`src/rtl/word_byte_sequencer.sv`:
```
// Serializes a 32-bit word into bytes over valid/ready, with partial
// lengths, selectable byte order and running byte/word counters.
//
// Ports:
//   clk, reset (sync, active-low)
//   in_valid/in_ready/in_data/in_len : word producer side
//   out_valid/out_ready/out_byte/out_last : byte consumer side
//   busy : a word is held
//   byte_cnt/word_cnt : wrapping handshake counters
//   err_len : sticky, a zero-length word was accepted
module word_byte_sequencer #(
  parameter bit MSB_FIRST = 1'b1,
  parameter int CNT_W     = 16
) (
  input  logic             clk,
  input  logic             reset,
  input  logic             in_valid,
  input  logic [31:0]      in_data,
  input  logic [2:0]       in_len,
  output logic             in_ready,
  output logic             out_valid,
  output logic [7:0]       out_byte,
  output logic             out_last,
  input  logic             out_ready,
  output logic             busy,
  output logic [CNT_W-1:0] byte_cnt,
  output logic [CNT_W-1:0] word_cnt,
  output logic             err_len
);

  typedef enum logic {
    IDLE,
    SEND
  } state_t;

  state_t           state_q, state_d;
  logic [31:0]      word_q, word_d;
  logic [1:0]       idx_q, idx_d;
  logic [2:0]       len_q, len_d;
  logic [7:0]       byte_q, byte_d;
  logic             last_q, last_d;
  logic [CNT_W-1:0] bcnt_q, bcnt_d;
  logic [CNT_W-1:0] wcnt_q, wcnt_d;
  logic             err_q, err_d;

  logic       hs;
  logic       last_hs;
  logic       acc;
  logic [2:0] len_eff;
  logic [1:0] idx_nx;

  function automatic logic [7:0] lane(
    input logic [31:0] w,
    input logic [1:0]  i
  );
    logic [1:0] s;
    s = MSB_FIRST ? (2'd3 - i) : i;
    case (s)
      2'd3:    lane = w[31:24];
      2'd2:    lane = w[23:16];
      2'd1:    lane = w[15:8];
      default: lane = w[7:0];
    endcase
  endfunction

  assign out_valid = (state_q == SEND);
  assign busy      = (state_q == SEND);
  assign out_byte  = byte_q;
  assign out_last  = last_q;
  assign byte_cnt  = bcnt_q;
  assign word_cnt  = wcnt_q;
  assign err_len   = err_q;

  assign hs       = out_valid && out_ready;
  assign last_hs  = hs && last_q;
  assign in_ready = reset && ((state_q == IDLE) || last_hs);
  assign acc      = in_valid && in_ready;
  // Lengths above 4 saturate to a full word.
  assign len_eff  = (in_len > 3'd4) ? 3'd4 : in_len;
  assign idx_nx   = idx_q + 2'd1;

  always_comb begin
    state_d = state_q;
    word_d  = word_q;
    idx_d   = idx_q;
    len_d   = len_q;
    byte_d  = byte_q;
    last_d  = last_q;
    bcnt_d  = bcnt_q;
    wcnt_d  = wcnt_q;
    err_d   = err_q;

    if (hs) begin
      bcnt_d = bcnt_q + CNT_W'(1);
    end
    if (last_hs) begin
      wcnt_d  = wcnt_q + CNT_W'(1);
      state_d = IDLE;
      last_d  = 1'b0;
    end else if (hs) begin
      idx_d  = idx_nx;
      byte_d = lane(word_q, idx_nx);
      last_d = ({1'b0, idx_nx} + 3'd1) == len_q;
    end

    // A new word overrides the idle transition so the next word
    // follows the last byte with no bubble.
    if (acc && (in_len == 3'd0)) begin
      err_d = 1'b1;
    end else if (acc) begin
      state_d = SEND;
      word_d  = in_data;
      idx_d   = 2'd0;
      len_d   = len_eff;
      byte_d  = lane(in_data, 2'd0);
      last_d  = (len_eff == 3'd1);
    end
  end

  always_ff @(posedge clk) begin
    if (!reset) begin
      state_q <= IDLE;
      word_q  <= '0;
      idx_q   <= '0;
      len_q   <= '0;
      byte_q  <= '0;
      last_q  <= 1'b0;
      bcnt_q  <= '0;
      wcnt_q  <= '0;
      err_q   <= 1'b0;
    end else begin
      state_q <= state_d;
      word_q  <= word_d;
      idx_q   <= idx_d;
      len_q   <= len_d;
      byte_q  <= byte_d;
      last_q  <= last_d;
      bcnt_q  <= bcnt_d;
      wcnt_q  <= wcnt_d;
      err_q   <= err_d;
    end
  end

endmodule

```
`config.mk`:
```
export PLATFORM = sky130hd
export DESIGN_NAME = word_byte_sequencer
export DESIGN_NICKNAME = d
export VERILOG_FILES = /design/src/rtl/word_byte_sequencer.sv
export SDC_FILE = /design/constraint.sdc
export NUM_CORES = 1
export LEC_CHECK = 0
export ABC_AREA = 1
export CORE_MARGIN = 1
export CORE_UTILIZATION = 40
export DETAILED_ROUTE_END_ITERATION = 10
export PLACE_DENSITY = 0.78
export SYNTH_ARGS = -nofsm -noshare
export SYNTH_HDL_FRONTEND = slang
export SYNTH_SLANG_ARGS = --single-unit
```
`constraint.sdc`:
```
create_clock -name clk -period 1.8 [get_ports clk]
set_clock_uncertainty 0.05 [all_clocks]
set_input_delay 0.36 -clock clk [delete_from_list [all_inputs] [get_ports clk]]
set_output_delay 0.36 -clock clk [all_outputs]
set_load 0.01 [all_outputs]
```
* After elaboration in Yosys (flattened, before gate mapping) *
Index checks and enable logic that the tools add are counted.

cells by class
  add/subtract/negate cells = 5
  order comparisons = 1
  equality and inequality tests = 5
  muxes and demuxes = 17
  bitwise logic cells = 2
  reduce and logical (&&, ||, !) cells = 8

operators by type and width
  kind                                                             number
  16-bit by 1-bit adder with 16-bit output, second input constant  2
  8-bit two-way mux                                                4
  8-bit one-hot mux with 3 select lines                            1
  2-bit two-way mux                                                4
  1-bit two-way mux                                                7
  1-bit logical AND                                                5
  2-bit == test, second input constant                             2
  2-bit by 1-bit adder with 3-bit output, second input constant    1
  3-bit by 1-bit == test with 1-bit output, second input constant  1
  3-bit == test                                                    1
  3-bit greater-than comparator, second input constant             1
  3-bit zero test                                                  1
  3-bit two-way mux                                                1
  2-bit by 1-bit adder with 2-bit output, second input constant    1
  2-bit by 1-bit == test with 1-bit output, second input constant  1
  1-bit NOT                                                        2
  2-bit AND reduction                                              1
  2-bit subtractor, first input constant                           1
  1-bit logical OR                                                 1

storage, ports and cells
  register bits = 80
  input port bits = 39
  output and inout port bits = 45
  logic and storage cells = 47

* Logic depth before layout (Yosys ltp) *
Gate-level depths: netlist of the first run.

  depth in word-level cells = 8
  mapped depth = 9
  gate-level depth less buffers = 8

* Worst setup path after synthesis of the first run *
OpenSTA, ideal clock, no wires.

  path type = input -> register
  from = in reset
  to = reg word_q[30]
  setup time = 114 ps
  arrival time = 1464 ps
  data required time = 1636 ps
  setup slack = 172 ps
  stages on the path = 9
  path buffers = 2
  path through = clkbuf_1 inv_2 a21oi_4 nand3_2 nand2_2 inv_2 buf_6 nand2_1 nand2_1

on the way
  longest elaborated chain between the ends = 5

RTL lines
  element                                   RTL line  RTL
  start, declared                           16        input logic reset,
  1-bit logical AND (*)                     76        assign in_ready = reset && ((state_q == IDLE) || last_hs);
  named net in_ready                        20        output logic in_ready,
  1-bit logical AND (*)                     77        assign acc = in_valid && in_ready;
  1-bit logical AND                         108       if (acc && (in_len == 3'd0)) begin
  1-bit NOT (no source line)                --
  2-bit AND reduction (no source line) (*)  --
  end signal, assigned                      133       word_q <= word_d;
  end, declared                             37        logic [31:0] word_q, word_d;

Mark *: on every way through the listed nets, which the timed path passes. The rest lies on a longest branch.
A chain may end at the register's enable or synchronous reset.

* Worst setup path in the final report of the first run *
  from = reg wcnt_q[2], in the netlist word_cnt[2]
  to = out word_cnt[2]

RTL lines
  element                 RTL line  RTL
  start, declared         43        logic [CNT_W-1:0] wcnt_q, wcnt_d;
  start signal, assigned  139       wcnt_q <= wcnt_d;
  end, declared           27        output logic [CNT_W-1:0] word_cnt,

No word-level cell between the ends.

==> Implementation_results.wiki, run 1 <==
{| class="wikitable"
! Metric !! Value
|-
| Setup slack of the worst register-to-register path || roughly 160 ps
|-
| Required time at the endpoint of the critical path || 1390 ps
|-
| Effective utilization at floorplan || 41.4%
|-
| Final max-slew violation count || 0
|-
| Top achievable clock speed || between 500 and 600 MHz
|-
| Final hold slack || around 400 ps
|-
| Non-filler cells, final || between 700 and 800
|-
| Largest net degree at the start of global routing || 36
|-
| Layout Utilization || 57.1%
|-
| Most frequent cells in the layout || 187 x sky130_fd_sc_hd__nand2_1, 80 x sky130_fd_sc_hd__clkdlybuf4s50_1, 74 x sky130_fd_sc_hd__dfxtp_1
|-
| Ratio of final minimum period to clock period || 97.8%
|-
| Average via count per standard cell || 4.89
|-
| Top delay family on crit path || buffers and inverters
|-
| Total track usage || 20.9%
|-
| Clock slew at the register clock pins of the worst setup and hold paths || 90 ps
|-
| Synth Net Count || 569
|-
| Startpoint of the tightest hold check path || word_q[22]
|-
| Antenna violations before repair || 0
|-
| Input/output buffers || 83
|-
| Remaining design rule violation count || 0
|-
| Die Span Y || roughly 97 um
|-
| Reported leakage power || 2.19 nW
|-
| Cell chain of the critical path || clkdlybuf4s50_1
|-
| Crit path capture type || output port
|-
| Startpoint of the most critical register-to-register path || idx_q[0]
|-
| Combined flip-flop and latch cell area || about 1600 um2
|-
| YS warnings || 0
|-
| Avg Synthesized Cell Area || a little under 7 um2
|-
| H-tree depth || 3
|-
| Clock tree from TritonCTS || yes
|-
| Switching component of the power || 0.000966 W
|-
| Status || complete, no violations
|-
| Filler cell count || 758
|-
| Path category of the worst min-delay check || flop to flop
|-
| Arrival time at the worst endpoint || 1350 ps
|-
| Hold-critical path endpoint || word_q[22]
|-
| Worst setup path class || flop to output port
|-
| Slowest stage delay, CP || between 500 and 600 ps
|-
| Detailed placement HPWL || around 6.7 mm
|-
| Detailed-route wire length per cell || 12.8 um
|-
| Final GP Congestion || approximately 0.84
|-
| Final setup TNS || 0 ps
|-
| Mapped cell area || 3610 um2
|-
| Crit path launch type || flop
|-
| Final setup violating endpoints || 0
|-
| Unrepaired setup endpoints after global routing || false
|-
| Floorplan die width || 97.0 um
|-
| Combinational Power Share || between 10% and 20%
|-
| Largest fanout of any net on the critical path || 6
|-
| Post-placement cell count || approximately 720
|-
| Transition at the pin with the smallest max-transition slack || 405 ps
|-
| Total detailed-routing wirelength || 9.45 mm
|-
| Depth of the most critical reg-to-reg path || 8
|-
| Max transition margin || around 73%
|-
| Count of inserted antenna diode cells || 0
|-
| Starting DRC count in detailed routing || about 190
|-
| First-pass GRT wire length || 16.3 mm
|-
| Ports || 84
|-
| Fin nets || 672
|-
| GRT overflow || 0
|-
| Vias in the first global route || 3596
|-
| Synth top area share || 44.4%
|-
| Design area || 4980 um2
|-
| Power Dens Cells || between 800 and 900 nW/um2
|-
| Master of the slowest instance on the critical path || sky130_fd_sc_hd__clkdlybuf4s50_1
|-
| Sw Share || 23.4%
|-
| Number of flip-flops and latches in the synthesized netlist || 80
|-
| Area delta synth->final || 38.0%
|-
| Proportion of power drawn by the clock network || 42.4%
|-
| Antenna Violating Nets Remaining || 0
|-
| Maximum capacitance violations || 0
|-
| Core Area || 8720 um2
|-
| CTS Root Cell || sky130_fd_sc_hd__clkbuf_8
|-
| Clock latency reported for the late side of the worst-skew pair || 340 ps
|-
| Area of the multi-input gates || 1730 um2
|-
| Length of the first detailed-routing pass in iterations || 4
|-
| Clock sink total || 80
|-
| Cell accounting for the most synthesized area || sky130_fd_sc_hd__dfxtp_1
|-
| Cells on Worst Hold Path || 2
|-
| Placement Cell Area || 4700 um2
|-
| Number of buffer and inverter instances along the worst setup path || 1
|-
| Hold violation total from the final report || 0
|-
| Cell types with the largest area share after synthesis || sky130_fd_sc_hd__dfxtp_1 44%, sky130_fd_sc_hd__nand2_1 19%, sky130_fd_sc_hd__nand3_1 5.8%
|-
| Worst IR drop on VDD || 504 uV
|-
| Cell row count || 34
|-
| Fraction of layout cells with a size suffix above 1 || about a tenth
|-
| R2r endpoint || out_last
|-
| Floorplan die area || between 9000 and 10000 um2
|-
| Register share of total power || 46.3%
|-
| Seq/Total Area, Yosys || 44.4%
|-
| Commonest non-fill, non-tap cell in the layout || sky130_fd_sc_hd__nand2_1
|-
| Deepest clock path buffer count || 2
|-
| Final critical path time including I/O delays and setup || 1760 ps
|-
| Clock buffers created by TritonCTS || 9
|-
| Cell Int Power || approximately 0.0032 W
|-
| Count of distinct cell types in the synthesized netlist || 28
|-
| Number of standard cells after synthesis || 524
|-
| Count of vias placed by the detailed router || around 3600
|}
[stage by stage]
step	total power, W	worst slack (ps)
final	0.00412	39.2
after global routing	0.00430	4.85
after CTS	0.00413	3.49
after detailed placement	0.00241	-261
after global placement	0.00240	-251
after floorplan	0.00217	172
[metal layers]
metal | track usage (%) | up-vias | share of wire (%)
li1 | - | 1869 | -
met1 | 26.8 | 1649 | 47
met2 | 35.4 | 95 | 48
met3 | 3.61 | 9 | 4.7
met4 | 7.35 | 0 | 0.87
met5 | 0 | - | 0
[state kept, by name, indices dropped and copies added, names as in the netlist]
register	flops
busy	1
byte_cnt	16
err_len	1
idx_q	2
len_q	3
out_byte	8
out_last	1
word_cnt	16
word_q	32
[synthesized netlist by cell type (all sizes together)]
master  count
and3        2
nand4      16
xor2        2
nor3        7
o21bai      1
a21oi      24
o21ai      20
nand3      44
xnor2       1
ha          6
inv        50
nor2       58
nand2     189
clkbuf      5
a22oi       1
dfxtp      80
nor3b       3
buf        11
or2         4
[area by class of cell]
type / count / area share, %
multi-input combinational: 378 / 34.7
sequential: 80 / 32.3
timing repair buffer: 108 / 21.2
inverter: 50 / 3.82
clock inverter: 7 / 2.84
tap: 108 / 2.71
clock buffer: 9 / 2.49
[repair_timing]
item | 4_1_cts | 5_1_grt
buffers inserted | 0 | 0
endpoints found under the setup margin | 3 | 17
resized for setup | 2 | 15
hold endpoints to repair | 0 | 0
hold buffers | 0 | 0
[worst max path at each step]
stage | from | endpoint | slack (ps) | cells past startpoint
final | word_cnt[2] | word_cnt[2] | 40 | 1
after global routing | word_cnt[3] | word_cnt[3] | 5 | 1
after CTS | out_ready | in_ready | 3 | 4
after detailed placement | out_ready | in_ready | -260 | 4
after global placement | out_ready | in_ready | -250 | 4
after floorplan | reset | word_q[30] | 170 | 9
[power by group through the flow]
stage | sequential (W) | combinational [W] | clock, W
floorplan | 0.00194 | 0.000228 | 0
global placement | 0.00194 | 0.000453 | 0
detailed placement | 0.00195 | 0.000463 | 0
CTS | 0.00191 | 0.000467 | 0.00176
global route | 0.00192 | 0.000520 | 0.00186
finish | 0.00191 | 0.000467 | 0.00175
[logic make-up (layout without fill, tap and decap cells)]
| logic type | count (synthesis) | after routing | share of synthesized area (%) |
|---|---|---|---|
| and+or+nand+nor | 323 | 323 | 37.9 |
| xor gates and xnor gates | 3 | 3 | 0.728 |
| adders and majority gates | 6 | 6 | 2.08 |
| DFF | 80 | 80 | 44.4 |
| buffers and inverters | 66 | 174 | 8.07 |
| AOI/OAI and AO/OA | 46 | 46 | 6.83 |
Power figures use the tool's default switching activity.
==> run 2: changes to the inputs <==
--- a/config.mk
+++ b/config.mk
@@ -9,7 +9,8 @@
 export CORE_MARGIN = 1
 export CORE_UTILIZATION = 40
 export DETAILED_ROUTE_END_ITERATION = 10
-export PLACE_DENSITY = 0.78
+export PLACE_DENSITY = 0.66
+export SLEW_MARGIN = 0
 export SYNTH_ARGS = -nofsm -noshare
 export SYNTH_HDL_FRONTEND = slang
 export SYNTH_SLANG_ARGS = --single-unit
==> Implementation_results.wiki, run 2 (synthesis gave the netlist of run 1 again) <==
{| class="wikitable"
! Metric !! Value
|-
| Ports || 84
|-
| Startpoint of the most critical register-to-register path || idx_q[0]
|-
| Path category of the worst min-delay check || flop to flop
|-
| Most frequent cells in the layout || 187 x sky130_fd_sc_hd__nand2_1, 79 x sky130_fd_sc_hd__clkdlybuf4s50_1, 69 x sky130_fd_sc_hd__dfxtp_1
|-
| Master of the slowest instance on the critical path || sky130_fd_sc_hd__clkdlybuf4s50_1
|-
| Top achievable clock speed || between 500 and 600 MHz
|-
| Total track usage || 21.0%
|-
| Maximum capacitance violations || 0
|-
| Cell row count || 34
|-
| Floorplan die width || between 90 and 100 um
|-
| First-pass GRT wire length || about 16 mm
|-
| Required time at the endpoint of the critical path || 1390 ps
|-
| Final max-slew violation count || 0
|-
| Antenna Violating Nets Remaining || 0
|-
| Area delta synth->final || 38.3%
|-
| Count of vias placed by the detailed router || 3627
|-
| Final setup TNS || 0 ps
|-
| Detailed-route wire length per cell || 12.3 um
|-
| Average via count per standard cell || 4.86
|-
| Cell Int Power || about 0.003 W
|-
| Input/output buffers || 83
|-
| Crit path capture type || output port
|-
| Fraction of layout cells with a size suffix above 1 || 11.1%
|-
| Cell chain of the critical path || clkdlybuf4s50_1 -> inv_2 -> a21oi_4 -> clkdlybuf4s15_1
|-
| Clock sink total || 80
|-
| GRT overflow || 0
|-
| Final critical path time including I/O delays and setup || 1740 ps
|-
| Length of the first detailed-routing pass in iterations || 4
|-
| Deepest clock path buffer count || 2
|-
| Hold violation total from the final report || 0
|-
| Final GP Congestion || 0.837
|-
| Switching component of the power || 0.000945 W
|-
| Flip-flop count of the largest register, all copies and words added || 32
|-
| Reported leakage power || 2.20 nW
|-
| Detailed placement HPWL || about 6.7 mm
|-
| Largest fanout of any net on the critical path || 2
|-
| H-tree depth || 3
|-
| Transition at the pin with the smallest max-transition slack || 368 ps
|-
| Unrepaired setup endpoints after global routing || false
|-
| Commonest non-fill, non-tap cell in the layout || sky130_fd_sc_hd__nand2_1
|-
| Slowest stage delay, CP || 530 ps
|-
| Starting DRC count in detailed routing || 104
|-
| Max transition margin || roughly 75%
|-
| CP startpoint || reset
|-
| Clock latency reported for the late side of the worst-skew pair || 350 ps
|-
| Worst IR drop on VDD || 336 uV
|-
| Post-CTS Setup Bufs || 0
|-
| Largest register by flop count || word_q
|-
| Non-filler cells, final || 746
|-
| Die Span Y || 97.0 um
|-
| Proportion of power drawn by the clock network || 38.4%
|-
| CTS Root Cell || sky130_fd_sc_hd__clkbuf_8
|-
| Worst setup path class || input port to output port
|-
| Clock tree from TritonCTS || yes
|-
| Final setup violating endpoints || 0
|-
| Total detailed-routing wirelength || 9.17 mm
|-
| Count of inserted antenna diode cells || 0
|-
| Fin nets || 678
|-
| Crit path launch type || input port
|-
| Arrival time at the worst endpoint || approximately 1300 ps
|-
| Register share of total power || between 40% and 50%
|-
| Antenna violations before repair || 0
|-
| Remaining design rule violation count || 0
|-
| Core Area || 8720 um2
|-
| Sw Share || between 20% and 30%
|-
| Clock buffers created by TritonCTS || 9
|-
| Status || complete, no violations
|-
| Clock slew at the register clock pins of the worst setup and hold paths || roughly 80 ps
|-
| Largest net degree at the start of global routing || 29
|-
| Floorplan die area || 9410 um2
|-
| Post-placement cell count || 730
|-
| Vias in the first global route || between 3000 and 4000
|-
| Combinational Power Share || 12.3%
|-
| Ratio of final minimum period to clock period || between 90% and 100%
|-
| Startpoint of the tightest hold check path || word_q[12]
|-
| Power Dens Cells || 774 nW/um2
|-
| Effective utilization at floorplan || 41.4%
|}
## run 2: cell count changes in the layout (fill, tap and decap cells not counted), moves of 2 or more
cell,change
sky130_fd_sc_hd__buf_4,+5
sky130_fd_sc_hd__nor2_2,-4
sky130_fd_sc_hd__dfxtp_1,-5
sky130_fd_sc_hd__dfxtp_2,+5
sky130_fd_sc_hd__bufinv_16,-2
sky130_fd_sc_hd__nor2_1,+4
## run 2: final timing paths
check                           cells past startpoint          end  slack, ps
worst max-delay path                                4     in_ready         60
worst min-delay path                                2   word_q[12]        400
worst max register to register                      7  out_byte[6]        200
worst min register to register                      2   word_q[12]        400
## run 2: routing by layer
| metal | wire length (um) | track usage [%] |
|---|---|---|
| met5 | 0 | 0 |
| met4 | 154 | 8.04 |
| met3 | 424 | 3.68 |
| met2 | 4090 | 33.5 |
| met1 | 4510 | 28.3 |
## run 2: critical path, delay by kind of cell
family | cells | cell delay [ps]
buffers and inverters | 3 | 850
AOI/OAI and AO/OA | 1 | 120
## run 2: power groups by stage
stage	Sequential, W	Combinational (W)	Clock, W
finish	0.00190	0.000476	0.00148
global route	0.00192	0.000529	0.00160
global placement	0.00194	0.000470	0
floorplan	0.00194	0.000228	0
CTS	0.00190	0.000480	0.00152
detailed placement	0.00194	0.000480	0
## run 2: through the flow
step | setup WS (ps) | total power (W) | util [%] | hold WS [ps] | instance area, um2
after CTS | 1.49 | 0.00390 | 57.1 | 400 | 4980
after detailed placement | -284 | 0.00242 | 54.5 | 382 | 4760
final | 62.6 | 0.00386 | 57.3 | 399 | 4990
after global placement | -266 | 0.00241 | 54.5 | 378 | 4760
after global routing | 2.28 | 0.00404 | 57.3 | 422 | 4990
after floorplan | 172 | 0.00217 | - | 369 | 3610
## run 2: final cells by class
class / count / area (um2)
clock buffer: 11 / 141
clock inverter: 5 / 80.1
fill: 853 / 3730
inverter: 50 / 188
multi-input combinational: 378 / 1720
sequential: 80 / 1620
tap: 108 / 135
timing repair buffer: 114 / 1120
## run 2: timing repair
item / in CTS / in global routing
hold buffers: 0 / 0
resized for setup: 3 / 13
endpoints found under the hold margin: 0 / 0
endpoints found under the setup margin: 2 / 15
==> run 3: changes to the inputs <==
==> constraint.sdc (replaced) <==
create_clock -name clk -period 1.8 [get_ports clk]
set_clock_uncertainty 0.05 [all_clocks]
set_input_delay 0.27 -clock clk [delete_from_list [all_inputs] [get_ports clk]]
set_output_delay 0.27 -clock clk [all_outputs]
set_load 0.01 [all_outputs]
==> Implementation_results.wiki, run 3 (synthesis gave the netlist of run 1 again) <==
{| class="wikitable"
! Metric !! Value
|-
| Floorplan die width || 97.0 um
|-
| Max transition margin || 72.3%
|-
| Final setup violating endpoints || 0
|-
| Sw Share || roughly a quarter
|-
| Crit path capture type || output port
|-
| Arrival time at the worst endpoint || 1370 ps
|-
| Non-filler cells, final || roughly 740
|-
| Floorplan die area || 9410 um2
|-
| Slowest stage delay, CP || 580 ps
|-
| Required time at the endpoint of the critical path || 1480 ps
|-
| Power Dens Cells || 756 nW/um2
|-
| Antenna violations before repair || 0
|-
| Worst setup path class || flop to output port
|-
| Clock latency reported for the late side of the worst-skew pair || 350 ps
|-
| Clock sink total || 80
|-
| Effective utilization at floorplan || 41.4%
|-
| Crit path launch type || flop
|-
| Status || complete, no violations
|-
| Largest fanout of any net on the critical path || 6
|-
| Combinational Power Share || 12.4%
|-
| Clock tree from TritonCTS || yes
|-
| Cell chain of the critical path || clkdlybuf4s50_1
|-
| Number of buffer and inverter instances along the worst setup path || 1
|-
| Area delta synth->final || 36.3%
|-
| Transition at the pin with the smallest max-transition slack || 415 ps
|-
| Master of the slowest instance on the critical path || sky130_fd_sc_hd__clkdlybuf4s50_1
|-
| CTS Root Cell || sky130_fd_sc_hd__clkbuf_8
|-
| Largest net degree at the start of global routing || 29
|-
| Ratio of final minimum period to clock period || 94.2%
|-
| Die Span Y || 97.0 um
|-
| Remaining design rule violation count || 0
|-
| Switching component of the power || around 0.00095 W
|-
| Cell Int Power || 0.00278 W
|-
| Detailed-route wire length per cell || 12.1 um
|-
| Starting DRC count in detailed routing || between 100 and 150
|-
| Final max-slew violation count || 0
|-
| Final GP Congestion || 0.831
|-
| Fin nets || a little under 700
|-
| Count of vias placed by the detailed router || about 3600
|-
| Total detailed-routing wirelength || 8.95 mm
|-
| Antenna Violating Nets Remaining || 0
|-
| Average via count per standard cell || 4.88
|-
| Input/output buffers || 83
|-
| Layout Utilization || 56.4%
|-
| Maximum capacitance violations || 0
|-
| Largest register by flop count || word_q
|-
| First-pass GRT wire length || 15.5 mm
|-
| Cell row count || 34
|-
| Total track usage || between 20% and 30%
|-
| Commonest non-fill, non-tap cell in the layout || sky130_fd_sc_hd__nand2_1
|-
| Post-placement cell count || 726
|-
| Flip-flop count of the largest register, all copies and words added || 32
|-
| Deepest clock path buffer count || 2
|-
| Ports || 84
|-
| Vias in the first global route || 3367
|-
| Clock buffers created by TritonCTS || 9
|-
| Hold violation total from the final report || 0
|-
| H-tree depth || 3
|-
| Proportion of power drawn by the clock network || a little over a third
|-
| Worst IR drop on VDD || 325 uV
|-
| Detailed placement HPWL || 6.55 mm
|-
| Top delay family on crit path || buffers and inverters
|-
| Clock slew at the register clock pins of the worst setup and hold paths || 90 ps
|-
| Reported leakage power || 2.13 nW
|-
| Top achievable clock speed || 590 MHz
|-
| Register share of total power || between 50% and 60%
|-
| Length of the first detailed-routing pass in iterations || 5
|-
| Fraction of layout cells with a size suffix above 1 || 9.31%
|-
| Unrepaired setup endpoints after global routing || false
|-
| GRT overflow || 0
|-
| Most frequent cells in the layout || 187 x sky130_fd_sc_hd__nand2_1, 82 x sky130_fd_sc_hd__clkdlybuf4s50_1, 78 x sky130_fd_sc_hd__dfxtp_1
|-
| Count of inserted antenna diode cells || 0
|-
| Path category of the worst min-delay check || input port to flop
|-
| Core Area || just under 9000 um2
|-
| Final critical path time including I/O delays and setup || 1690 ps
|}
-- run 3: changes by cell type in the layout (fill, tap and decap cells not counted), moves of 2 or more --
cell / change
sky130_fd_sc_hd__dfxtp_1: +9
sky130_fd_sc_hd__dfxtp_2: -9
sky130_fd_sc_hd__buf_4: -3
sky130_fd_sc_hd__clkdlybuf4s50_1: +3
sky130_fd_sc_hd__clkinv_4: +3
sky130_fd_sc_hd__dlymetal6s2s_1: -2
-- run 3: routing by layer --
layer | GRT usage [%] | vias to the layer above | part of all wire, %
li1 | - | 1880 | -
met1 | 28.2 | 1621 | 50
met2 | 30.9 | 109 | 43
met3 | 3.47 | 14 | 5.9
met4 | 6.54 | 0 | 1.5
met5 | 0 | - | 0
-- run 3: stage by stage --
step | setup WS, ps | TNS, ps | cell area (um2) | power, W | hold WS, ps
2_1_floorplan | 179 | 0 | 3610 | 0.00217 | 330
3_3_place_gp | -144 | -1000 | 4710 | 0.00240 | 377
3_5_place_dp | -147 | -1820 | 4710 | 0.00241 | 383
4_1_cts | 94.1 | 0 | 4920 | 0.00375 | 391
5_1_grt | 29.3 | 0 | 4920 | 0.00390 | 405
6_report | 105 | 0 | 4920 | 0.00372 | 399
-- run 3: timing repair --
item | CTS | global route
hold buffers | 0 | 0
resized for setup | 3 | 0
endpoints found under the setup margin | 3 | 0
buffers inserted | 0 | 0
-- run 3: cell type report --
class | instances | area, um2
fillers | 816 | 3800
multi-input cells | 378 | 1720
flip-flops and latches | 80 | 1600
repair buffers | 110 | 1070
inverters | 50 | 188
clock buffers | 10 | 138
well taps | 108 | 135
clock inverters | 6 | 68.8
-- run 3: path summary, 6_finish.rpt --
path,from,endpoint,slack (ps),cells past startpoint
max,word_cnt[6],word_cnt[6],110,1
min reg2reg,word_q[2],word_q[2],400,2
max reg2reg,idx_q[0],out_last,200,8
min,in_data[8],word_q[8],400,3
-- run 3: power groups by stage --
stage               Combinational, W  Sequential (W)  Clock (W)
floorplan                   0.000228         0.00194          0
global placement            0.000457         0.00195          0
detailed placement          0.000462         0.00195          0
CTS                         0.000463         0.00191    0.00138
global route                0.000509         0.00192    0.00147
finish                      0.000461         0.00191    0.00135
